**config.mk**
```make
export PLATFORM = sky130hd
export DESIGN_NAME = dmem_arbiter
export DESIGN_NICKNAME = d
export VERILOG_FILES = /design/src/rtl/dmem_arb_pkg.sv /design/src/rtl/arb_starve_cnt.sv /design/src/rtl/dmem_arbiter.sv
export SDC_FILE = /design/constraint.sdc
export NUM_CORES = 1
export LEC_CHECK = 0
export CAP_MARGIN = 0
export CELL_PAD_IN_SITES_DETAIL_PLACEMENT = 1
export CELL_PAD_IN_SITES_GLOBAL_PLACEMENT = 2
export CORE_AREA = 4 4 125 127
export CTS_CLUSTER_DIAMETER = 150
export DETAILED_ROUTE_END_ITERATION = 6
export DIE_AREA = 0 0 129 131
export PLACE_DENSITY_LB_ADDON = 0.3
export SLEW_MARGIN = 30
export SYNTH_ARGS = -nofsm -noshare
export SYNTH_HDL_FRONTEND = slang
export SYNTH_SLANG_ARGS = --single-unit
```
**constraint.sdc**
```tcl
create_clock -name clk -period 2.3 [get_ports clk]
set_input_delay 0.23 -clock clk [delete_from_list [all_inputs] [get_ports clk]]
set_output_delay 0.23 -clock clk [all_outputs]
set_load 0.01 [all_outputs]
```
**src/rtl/dmem_arb_pkg.sv**
```systemverilog
`default_nettype none
// ============================================================================
// Module      : dmem_arb_pkg
// Description : Shared arbiter state encoding, read-owner tags and the
//               next-state helper for the data-memory arbiter.
// Revision    : 1.0 - initial release
// ============================================================================
package dmem_arb_pkg;

    localparam logic [1:0] ST_IDLE = 2'd0;
    localparam logic [1:0] ST_CORE = 2'd1;
    localparam logic [1:0] ST_DMA  = 2'd2;

    typedef enum logic [1:0] {
        IDLE = ST_IDLE,
        CORE = ST_CORE,
        DMA  = ST_DMA
    } arb_state_e;

    localparam logic OWN_CORE = 1'b0;
    localparam logic OWN_DMA  = 1'b1;

    // The state always follows whoever holds the port this cycle.
    function automatic arb_state_e arb_next_state(input logic c_gnt,
                                                  input logic d_gnt);
        arb_state_e nxt;
        nxt = IDLE;
        if (c_gnt) begin
            nxt = CORE;
        end else if (d_gnt) begin
            nxt = DMA;
        end
        return nxt;
    endfunction

endpackage
`default_nettype wire

```
**src/rtl/arb_starve_cnt.sv**
```systemverilog
`default_nettype none
// ============================================================================
// Module      : arb_starve_cnt
// Description : Saturating count of consecutive cycles the DMA requester has
//               waited; flags starvation when the count reaches STARVE_MAX.
// Revision    : 1.0 - initial release
// ============================================================================
module arb_starve_cnt #(
    parameter int STARVE_MAX = 8
) (
    input  logic clk,
    input  logic reset,
    input  logic d_req,
    input  logic d_gnt,
    output logic starve
);

    localparam int CNT_W = (STARVE_MAX < 1) ? 1 : $clog2(STARVE_MAX + 1);
    localparam logic [CNT_W-1:0] C_CNT_MAX = CNT_W'(STARVE_MAX);

    logic [CNT_W-1:0] r_cnt;

    always_ff @(posedge clk or negedge reset) begin
        if (!reset) begin
            r_cnt <= '0;
        end else if (d_gnt || !d_req) begin
            r_cnt <= '0;
        end else if (r_cnt != C_CNT_MAX) begin
            r_cnt <= r_cnt + 1'b1;
        end
    end

    assign starve = (r_cnt == C_CNT_MAX);

endmodule
`default_nettype wire

```
**src/rtl/dmem_arbiter.sv**
```systemverilog
`default_nettype none
// ============================================================================
// Module      : dmem_arbiter
// Description : Two-requester (core / DMA) arbiter for a single-port data
//               memory with one-cycle read latency and DMA burst lock.
//               Define DMEM_ARB_STARVE_GUARD_EN to add the DMA anti-starvation
//               guard (arb_starve_cnt).
// Revision    : 1.0 - initial release
// ============================================================================
module dmem_arbiter
    import dmem_arb_pkg::*;
#(
    parameter int DATA_W     = 32,
    parameter int ADDR_W     = 9,
    parameter int STARVE_MAX = 8
) (
    input  logic              clk,
    input  logic              reset,
    input  logic              c_req,
    input  logic              c_we,
    input  logic [ADDR_W-1:0] c_addr,
    input  logic [DATA_W-1:0] c_wdata,
    output logic              c_gnt,
    output logic              c_stall,
    output logic              c_rvalid,
    output logic [DATA_W-1:0] c_rdata,
    input  logic              d_req,
    input  logic              d_lock,
    input  logic              d_we,
    input  logic [ADDR_W-1:0] d_addr,
    input  logic [DATA_W-1:0] d_wdata,
    output logic              d_gnt,
    output logic              d_rvalid,
    output logic [DATA_W-1:0] d_rdata,
    output logic              wr,
    output logic              rd,
    output logic [ADDR_W-1:0] addr,
    output logic [DATA_W-1:0] wr_data,
    input  logic [DATA_W-1:0] rd_data
);

    // r_run rises on the first clock edge after reset is released, so grants
    // are held off asynchronously but released synchronously.
    logic              r_run;
    arb_state_e        r_state;
    arb_state_e        w_next;
    logic              w_starve;
    logic              w_c_gnt;
    logic              w_d_gnt;
    logic              r_rd_pend;
    logic              r_rd_owner;
    logic [DATA_W-1:0] r_c_hold;
    logic [DATA_W-1:0] r_d_hold;

`ifdef DMEM_ARB_STARVE_GUARD_EN
    arb_starve_cnt #(
        .STARVE_MAX (STARVE_MAX)
    ) u_starve_cnt (
        .clk    (clk),
        .reset  (reset),
        .d_req  (d_req & r_run),
        .d_gnt  (w_d_gnt),
        .starve (w_starve)
    );
`else
    assign w_starve = 1'b0;
`endif

    always_comb begin
        w_c_gnt = 1'b0;
        w_d_gnt = 1'b0;
        if (r_run) begin
            if ((r_state == DMA) && d_lock && d_req) begin
                w_d_gnt = 1'b1;
            end else if (w_starve && d_req) begin
                w_d_gnt = 1'b1;
            end else if (c_req) begin
                w_c_gnt = 1'b1;
            end else if (d_req) begin
                w_d_gnt = 1'b1;
            end
        end
    end

    always_comb begin
        w_next = arb_next_state(w_c_gnt, w_d_gnt);
    end

    assign c_gnt   = w_c_gnt;
    assign d_gnt   = w_d_gnt;
    assign c_stall = c_req & ~w_c_gnt;

    assign wr = (w_c_gnt & c_we) | (w_d_gnt & d_we);
    assign rd = (w_c_gnt & ~c_we) | (w_d_gnt & ~d_we);

    always_comb begin
        addr    = '0;
        wr_data = '0;
        if (w_c_gnt) begin
            addr    = c_addr;
            wr_data = c_wdata;
        end else if (w_d_gnt) begin
            addr    = d_addr;
            wr_data = d_wdata;
        end
    end

    // Read data is passed straight through in its valid cycle and held after.
    assign c_rvalid = r_rd_pend & (r_rd_owner == OWN_CORE);
    assign d_rvalid = r_rd_pend & (r_rd_owner == OWN_DMA);
    assign c_rdata  = c_rvalid ? rd_data : r_c_hold;
    assign d_rdata  = d_rvalid ? rd_data : r_d_hold;

    always_ff @(posedge clk or negedge reset) begin
        if (!reset) begin
            r_run      <= 1'b0;
            r_state    <= IDLE;
            r_rd_pend  <= 1'b0;
            r_rd_owner <= OWN_CORE;
            r_c_hold   <= '0;
            r_d_hold   <= '0;
        end else begin
            r_run      <= 1'b1;
            r_state    <= w_next;
            r_rd_pend  <= rd;
            r_rd_owner <= w_d_gnt ? OWN_DMA : OWN_CORE;
            if (c_rvalid) begin
                r_c_hold <= rd_data;
            end
            if (d_rvalid) begin
                r_d_hold <= rd_data;
            end
        end
    end

endmodule
`default_nettype wire

```
==> impl_results.md, run 1 <==
- Status: finished clean
- Post-Syn Nets: 326
- Non-filler instance count after layout: 638
- RePlAce Congestion: 0.690
- GRT Util Overall: 13.8%
- F_max: 447 MHz
- Cell taking the most area after synthesis: dfrtp_1
- Maximum vdd drop: 0.358 mV
- Clk sinks: 69
- Power density cells: 710 nW/µm²
- Max clock buf depth: 2
- Slew margin rel.: 56.8%
- Synth Area in XOR/XNOR: 0%
- CTS root buffer: clkbuf_16
- Syn_area_per_cell: 14.7 µm²
- Crit path required time: 2070 ps
- Routed vias: 2756
- Hpwl dp: 9290 µm
- Initial antenna violation count: 0
- Critical path peak fanout: 4
- Vias in the first global route: 3151
- Worst slew pin tran: 648 ps
- Fraction of layout cells with a size suffix above 1: 16.3%
- Final worst-path cycle share: 97.4%
- Setup_tns: 0 ps
- Slew Viols, Final: 0
- Synth unique cells: 15
- Mapped Area: 3020 µm²
- Worst hold path type: reg2reg
- RR Startpoint: r_rd_pend
- # setup viols final: 0
- CP Class: reg2out
- Initial Util: 20.9%
- Clk slew on worst S/H paths: 50 ps
- DR iter-0 viols: 57
- CTS tree: yes
- Vias per inst: 4.32
- TritonRoute pass-1 iters: 2
- Slowest stage delay, CP: 490 ps
- Diodes inserted: 0
- Area contributors post-synth: dfrtp_1 (57%), mux2_2 (13%), a22o_1 (12%)
- Nets: 574
- H-tree depth: 3
- Crit. End Element: output pin
- Area growth syn-to-layout: 98.2%
- Crit path from: r_rd_pend
- DIE AREA: 16900 µm²
- Dpl cells: 613
- #FFs+latches synth: 69
- Crit path launch type: flip-flop
- Compound-cell area share of the yosys netlist: 13.7%
- Warnings from Yosys: 0
- Post-synth top area share: 57.2%
- Worst path buffer plus inverter count: 2
- Fin crit period: 2240 ps
- Top delay family on crit path: buffers and inverters
- Simple-Gate Fraction of Synth Area: 0.994%
- Hold violation count in the final report: 0
- CP max-delay cell: clkdlybuf4s50_1
- Per-cell routed wire length: 18.9 µm
- Drc violations: 0
- Final ANT Viol Nets: 0
- Post-Syn Instances: 205
- CP Cell Sequence: nor2b_4 > buf_4 > mux2_2 > clkdlybuf4s50_1
- Row count: 44
- Port Buffers: 232
- Post-synthesis mux area share: 23.9%
- Skew final: 6.26 ps
- Hold WS: 478 ps
- Sequential area share after synthesis: 57.2%
- Adder-Cell Fraction of Synth Area: 0%
- Global-route wire length before repair: 17600 µm
- Die span in y: 131 µm
- Hold Path Origin: r_c_hold[14]
- Clk_lat worst skew: 330 ps
- RSZ-0062 raised after global routing: yes
- Maxcap violations: 0
- Core footprint: 14400 µm²
- WP data arrival: 2010 ps
- Die Wd: 129 µm
- Largest family of logic cells by synthesized area: multiplexers
- Num CTS Buffers: 9
- Ports: 233
- Static Leakage: 0.00283 µW
- Largest net degree at the start of global routing: 70
- DRT Wirelength: 12100 µm
- Total congestion overflow: 0
## power breakdown
part | switching [µW] | internal, µW | leakage [µW]
Sequential | 66.6 | 1490 | 0.000815
Combinational | 605 | 904 | 0.00190
Clock | 481 | 700 | 0.000119
## cells in the mapped netlist (all sizes together)
library cell  count
inv               3
buf              16
conb              1
a21oi             1
o211a             2
nand2             2
nor2              1
a22o             43
dfrtp            69
nor2b             1
mux2             64
and3b             1
clkinv            1
## per-layer routing
metal	vias up	track usage, %	share of wire, %
li1	1254	-	-
met1	1338	13.5	35
met2	151	25.8	53
met3	13	6.42	10
met4	0	4.08	1.2
met5	-	0	0
## layout make-up
| cell class | instances | area, µm² |
|---|---|---|
| clock buffers | 9 | 225 |
| clock inverters | 3 | 17.5 |
| fillers | 1544 | 8440 |
| inverters | 4 | 15.0 |
| multi-input cells | 116 | 1200 |
| flip-flops and latches | 69 | 1730 |
| well taps | 184 | 230 |
| repair buffers | 253 | 2570 |
## final timing paths
path | endpoint | slack, ps | cells after the start
max | c_rdata[0] | 60 | 4
min | r_c_hold[14] | 480 | 1
max reg2reg | r_c_hold[18] | 810 | 4
min reg2reg | r_c_hold[14] | 480 | 1
max in group asynchronous | r_rd_owner | 1360 | 2
min in group asynchronous | r_c_hold[3] | 500 | 2
## timing repair
action	in CTS	in global routing
setup endpoints to repair	72	42
hold endpoints to repair	0	69
buffers inserted	2	8
hold buffers	0	1
resized for setup	59	20
cloned	1	1
## sequential cells by signal, indices dropped and copies added (netlist names)
register    flops
r_rd_pend       1
r_state         2
r_run           1
r_d_hold       32
r_rd_owner      1
r_c_hold       32
## cell families after synthesis
kind of cell           count (synthesis)
muxes                                 64
buffers and inverters                 20
AOI/OAI and AO/OA                     46
DFF                                   69
and+or+nand+nor                        5
other                                  1
## through the flow
stage                     utilization, %  total power, µW  worst slack, ps  cell area (µm²)
after global placement              38.8             3140            -61.0             5590
after detailed placement            38.8             3190            -50.8             5590
after global routing                41.5             4500            -37.3             5990
final                               41.5             4250             60.8             5990
after floorplan                        -             2140              851             3020
after CTS                           40.5             4350            0.148             5840
## cells in the final DEF (no fill, tap or decap), types with 2 or more instances in the layout
master	count
clkdlybuf4s50_1	158
dfrtp_1	69
dlygate4sd2_1	54
a22o_1	42
mux2_2	35
mux2_1	29
dlymetal6s2s_1	18
buf_4	11
clkbuf_16	10
buf_12	5
inv_1	3
buf_6	3
clkinv_2	2
No activity file was read; power rests on OpenSTA's default activity.
==> inputs of run 2 (changes only) <==
PLACE_DENSITY = 0.86   (was unset)
PLACE_DENSITY_LB_ADDON = unset   (was 0.3)
==> impl_results.md, run 2 (synthesized netlist as in run 1, its figures left out) <==
- Status: finished clean (unchanged)
- Non-filler instance count after layout: 629 (was 638)
- Worst hold path type: in2async (was reg2reg)
- Met3 WL post-DR: 1230 µm (was 1210 µm)
- Clk_lat worst skew: 330 ps (about the same)
- Length in cells of the worst reg-to-reg path: 5 (was 4)
- Slew Viols, Final: 0 (unchanged)
- Vias per inst: 4.32 (about the same)
- Most common cell after layout, fill and taps aside: clkdlybuf4s50_1 (unchanged)
- Maximum vdd drop: 0.398 mV (was 0.358 mV)
- Largest net degree at the start of global routing: 70 (unchanged)
- Per-cell routed wire length: 18.6 µm (was 18.9 µm)
- Design area: 5910 µm² (was 5990 µm²)
- CP max-delay cell: clkdlybuf4s50_1 (unchanged)
- Final ANT Viol Nets: 0 (unchanged)
- RSZ-0062 raised after global routing: no (was yes)
- Worst slew pin tran: 644 ps (was 648 ps)
- Crit path from: r_rd_owner (was r_rd_pend)
- Clk slew on worst S/H paths: 60 ps (was 50 ps)
- Setup WS pre-CTS: -87.5 ps (was -50.8 ps)
- Met1 WL: 4000 µm (was 4290 µm)
- Vias in the first global route: 3181 (was 3151)
- Maxcap violations: 0 (unchanged)
- WL met2: 6270 µm (was 6450 µm)
- DR iter-0 viols: 89 (was 57)
- Post-DP Area: 5580 µm² (was 5590 µm²)
- Port Buffers: 232 (unchanged)
- F_max: 451 MHz (was 447 MHz)
- H-tree depth: 3 (unchanged)
- Max clock buf depth: 2 (unchanged)
- CTS root buffer: clkbuf_16 (unchanged)
- Slowest stage delay, CP: 490 ps (about the same)
- RR Startpoint: r_state[0] (was r_rd_pend)
- Nets: 562 (was 574)
- Worst setup margin: 82.6 ps (was 60.8 ps)
- TritonRoute pass-1 iters: 4 (was 2)
- CTS tree: yes (unchanged)
- Final Power: 4430 µW (was 4250 µW)
- DRT Wirelength: 11700 µm (was 12100 µm)
- Drc violations: 0 (unchanged)
- Static Leakage: 0.00280 µW (was 0.00283 µW)
- Global-route wire length before repair: 17300 µm (was 17600 µm)
- Power density cells: 750 nW/µm² (was 710 nW/µm²)
- Dpl cells: 613 (unchanged)
- Final worst-path cycle share: 96.4% (was 97.4%)
- Routed vias: 2715 (was 2756)
- Total congestion overflow: 0 (unchanged)
- Biggest regs: r_c_hold x32, r_d_hold x32, r_state x2 (unchanged)
- Num CTS Buffers: 9 (unchanged)
- CP Class: reg2out (unchanged)
- Crit path required time: 2070 ps (about the same)
- DIE AREA: 16900 µm² (unchanged)
- Row count: 44 (unchanged)
- Fraction of layout cells with a size suffix above 1: 15.3% (was 16.3%)
- Slew margin rel.: 57.1% (was 56.8%)
- Initial Util: 20.9% (unchanged)
- Core footprint: 14400 µm² (unchanged)
- WP data arrival: 1990 ps (was 2010 ps)
- Initial antenna violation count: 0 (unchanged)
- # setup viols final: 0 (unchanged)
- Die Wd: 129 µm (unchanged)
- Critical path peak fanout: 30 (was 4)
- Core Util, Final: 41.0% (was 41.5%)
- Fin crit period: 2220 ps (was 2240 ps)
- GRT Util Overall: 13.5% (was 13.8%)
- Highest routed layer: met4 (unchanged)
- Die span in y: 131 µm (unchanged)
- Hpwl dp: 9190 µm (was 9290 µm)
- RePlAce Congestion: 0.717 (was 0.690)
- Fill count: 1540 (was 1544)
- Clk sinks: 69 (unchanged)
- Hold violation count in the final report: 0 (unchanged)
- Crit. End Element: output pin (unchanged)
- Area growth syn-to-layout: 95.7% (was 98.2%)
- Diodes inserted: 0 (unchanged)
- Commonest non-fill, non-tap cells in the layout: clkdlybuf4s50_1 (161), dfrtp_1 (69), dlygate4sd2_1 (44) (was clkdlybuf4s50_1 (158), dfrtp_1 (69), dlygate4sd2_1 (54))
- Ports: 233 (unchanged)
- Skew final: 6.27 ps (was 6.26 ps)
- Crit path launch type: flip-flop (unchanged)
- CP Cell Sequence: nor2b_4 > buf_12 > mux2_1 > clkdlybuf4s50_1 (was nor2b_4 > buf_4 > mux2_2 > clkdlybuf4s50_1)
[run 2: cell types whose count changed in the layout (fill, tap and decap cells not counted), moves of 2 or more]
cell and change:
dlygate4sd2_1 -10, buf_4 -8, dlymetal6s2s_1 +8, mux2_1 -4, mux2_2 +4, clkdlybuf4s50_1 +3, buf_6 -2
[run 2: cell type report]
type / count / area [µm²] / share of cell area (%)
Tap cell: 184 / 230 / 3.89
Clock inverter: 6 / 63.8 / 1.08
Clock buffer: 9 / 225 / 3.81
Timing Repair Buffer: 241 / 2470 / 41.7
Multi-Input combinational cell: 116 / 1180 / 20.0
Inverter: 4 / 15.0 / 0.254
Sequential cell: 69 / 1730 / 29.2
[run 2: stage by stage]
stage          hold slack [ps]  TNS (ps)
2_1_floorplan            -65.6         0
3_3_place_gp               402      -192
3_5_place_dp               425     -1060
4_1_cts                   56.8         0
5_1_grt                    490         0
6_report                   475         0
[run 2: power by group]
part | internal [µW] | switching [µW]
combinational | 910 | 608
clock | 832 | 519
sequential | 1490 | 71.0
[run 2: critical path, delay by kind of cell (launching register included)]
| family | cells | cell delay (ps) |
|---|---|---|
| simple gates | 1 | 150 |
| buf+inv | 2 | 710 |
| flops | 1 | 410 |
| mux | 1 | 360 |
[run 2: metal layers]
layer  GRT usage, %  up-vias
li1               -     1233
met5              0        -
met4           4.20        0
met2           25.6      153
met1           13.0     1318
met3           5.98       11
[run 2: timing repair]
action	CTS	global route
buffers inserted	0	0
resized for setup	48	30
endpoints found under the hold margin	0	69
setup endpoints to repair	44	26
hold buffers	0	1
cloned	0	0
[run 2: path summary, 6_finish.rpt]
check	to	slack [ps]
worst min-delay path	r_c_hold[7]	480
min in group clk	r_c_hold[11]	480
worst max-delay path	c_rdata[29]	80
worst max register to register	r_rd_pend	850
worst min register to register	r_c_hold[11]	480
max in group asynchronous	r_rd_owner	1360
==> inputs of run 3 (changes only) <==
CORE_AREA = 4 4 132 134   (was 4 4 125 127)
DIE_AREA = 0 0 136 138   (was 0 0 129 131)
PLACE_DENSITY = 0.79   (was 0.86)
clock period = 2.51 ns   (was 2.3 ns; I/O delays follow)
==> impl_results.md, run 3 (synthesized netlist as in run 1, its figures left out) <==
- Status: finished clean (unchanged)
- Die Wd: 136 µm (was 129 µm)
- Hpwl dp: 9870 µm (was 9190 µm)
- Top delay family on crit path: buffers and inverters (unchanged)
- DRT Wirelength: 12400 µm (was 11700 µm)
- Slew margin rel.: 47.4% (was 57.1%)
- Dpl cells: 647 (was 613)
- Ports: 233 (unchanged)
- Die span in y: 138 µm (was 131 µm)
- CP Cell Sequence: and3b_4 > o211a_4 > buf_12 > a22o_1 > clkdlybuf4s50_1 (was nor2b_4 > buf_12 > mux2_1 > clkdlybuf4s50_1)
- Maxcap violations: 0 (unchanged)
- Fin crit period: 2410 ps
- Largest net degree at the start of global routing: 46 (was 70)
- Skew final: 7.62 ps (was 6.27 ps)
- RePlAce Congestion: 0.803 (was 0.717)
- GR peak layer: met2 (unchanged)
- Vias per inst: 4.09 (was 4.32)
- Initial Util: 18.5% (was 20.9%)
- Most common cell after layout, fill and taps aside: clkdlybuf4s50_1 (unchanged)
- TritonRoute pass-1 iters: 4 (unchanged)
- DIE AREA: 18800 µm² (was 16900 µm²)
- Global Route met3 Usage: 4.47% (was 5.98%)
- Clk_lat worst skew: 330 ps (about the same)
- Static Leakage: 0.00252 µW (was 0.00280 µW)
- WP data arrival: 2160 ps (was 1990 ps)
- Row count: 47 (was 44)
- Crit. End Element: output pin (unchanged)
- GRT Util Overall: 13.1% (was 13.5%)
- CP Class: reg2out (unchanged)
- CTS tree: yes (unchanged)
- Total congestion overflow: 0 (unchanged)
- Port Buffers: 232 (unchanged)
- Final worst-path cycle share: 96.1%
- Worst path buffer plus inverter count: 2 (unchanged)
- Drc violations: 0 (unchanged)
- Vias in the first global route: 3223 (was 3181)
- Biggest regs: r_c_hold x32, r_d_hold x32, r_state x2 (unchanged)
- Diodes inserted: 0 (unchanged)
- Initial antenna violation count: 0 (unchanged)
- DR iter-0 viols: 42 (was 89)
- Commonest non-fill, non-tap cells in the layout: clkdlybuf4s50_1 (223), dfrtp_1 (69), a22o_1 (41) (was clkdlybuf4s50_1 (161), dfrtp_1 (69), dlygate4sd2_1 (44))
- Maximum vdd drop: 0.353 mV (was 0.398 mV)
- Setup_tns: 0 ps (unchanged)
- Nets: 560 (was 562)
- Critical path peak fanout: 23 (was 30)
- Post-CTS Setup Repair Bufs: 0 (unchanged)
- Power density cells: 694 nW/µm² (was 750 nW/µm²)
- Slew Viols, Final: 0 (unchanged)
- Max clock buf depth: 2 (unchanged)
- Worst hold path type: in2async (unchanged)
- Fraction of layout cells with a size suffix above 1: 14.6% (was 15.3%)
- Crit path required time: 2260 ps (was 2070 ps)
- Routed vias: 2716 (was 2715)
- Slowest stage delay, CP: 580 ps (was 490 ps)
- Hold violation count in the final report: 0 (unchanged)
- Clk slew on worst S/H paths: 60 ps (about the same)
- Crit path launch type: flip-flop (unchanged)
- CP max-delay cell: clkdlybuf4s50_1 (unchanged)
- Met2 usage: 24.1% (was 25.6%)
- CTS root buffer: clkbuf_16 (unchanged)
- Core footprint: 16300 µm² (was 14400 µm²)
- Num CTS Buffers: 9 (unchanged)
- Global-route wire length before repair: 18900 µm (was 17300 µm)
- Per-cell routed wire length: 18.7 µm (was 18.6 µm)
- Met1 usage: 13.8% (was 13.0%)
- Clk sinks: 69 (unchanged)
- Worst slew pin tran: 789 ps (was 644 ps)
- # setup viols final: 0 (unchanged)
- F_max: 414 MHz
- Final ANT Viol Nets: 0 (unchanged)
- Area growth syn-to-layout: 98.1% (was 95.7%)
- Non-filler instance count after layout: 664 (was 629)
- H-tree depth: 3 (unchanged)
- RSZ-0062 raised after global routing: no (unchanged)
-- run 3: changes by cell type in the layout (fill, tap and decap cells not counted), moves of 2 or more --
cell / before / now
a22o_4: 0 / 2
dlygate4sd2_1: 44 / 0
dlymetal6s2s_1: 26 / 8
buf_4: 3 / 1
mux2_1: 25 / 29
a22o_1: 43 / 41
clkdlybuf4s50_1: 161 / 223
mux2_2: 39 / 35
-- run 3: report_power, final --
part / switching, µW / total, µW / leakage [µW] / internal, µW
sequential: 61.2 / 1430 / 0.000815 / 1370
combinational: 567 / 1460 / 0.00156 / 888
clock: 472 / 1270 / 0.000142 / 798
total: 1100 / 4150 / 0.00252 / 3050
-- run 3: path summary, 6_finish.rpt --
kind                                    from      endpoint  slack, ps  depth (start not counted)
worst max-delay path              r_state[0]   wr_data[17]        100                          5
worst min-delay path                   reset  r_d_hold[10]         10                          1
worst max register to register     r_rd_pend  r_c_hold[11]       1140                          3
worst min register to register  r_c_hold[29]  r_c_hold[29]        480                          1
max in group asynchronous              reset         r_run       1810                          2
min in group clk                r_c_hold[29]  r_c_hold[29]        480                          1
-- run 3: cell type report --
cell class / instances / area [µm²]
Clock buffer: 11 / 243
Clock inverter: 5 / 58.8
Fill cell: 1728 / 10300
Inverter: 4 / 15.0
Multi-Input combinational cell: 116 / 1200
Sequential cell: 69 / 1730
Tap cell: 220 / 275
Timing Repair Buffer: 239 / 2460
-- run 3: per-stage QoR --
stage	utilization (%)	setup WS (ps)	total power (µW)	instance area, µm²	hold slack [ps]
final	36.7	96.6	4150	5980	11.3
after global placement	34.4	49.7	2880	5610	385
after floorplan	-	1040	1960	3020	-44.6
after detailed placement	34.4	20.7	2930	5610	386
after global routing	36.7	15.0	4380	5980	75.7
after CTS	36.6	13.8	4260	5970	30.2
-- run 3: timing repair --
item | CTS | global route
cloned | 1 | 0
endpoints found under the setup margin | 3 | 33
resized for setup | 3 | 10
hold buffers | 0 | 0
-- run 3: per-layer routing --
layer / vias to the layer above / share of wire [%]
li1: 1225 / -
met1: 1324 / 37
met2: 156 / 53
met3: 11 / 8.9
met4: 0 / 1.7
met5: - / 0
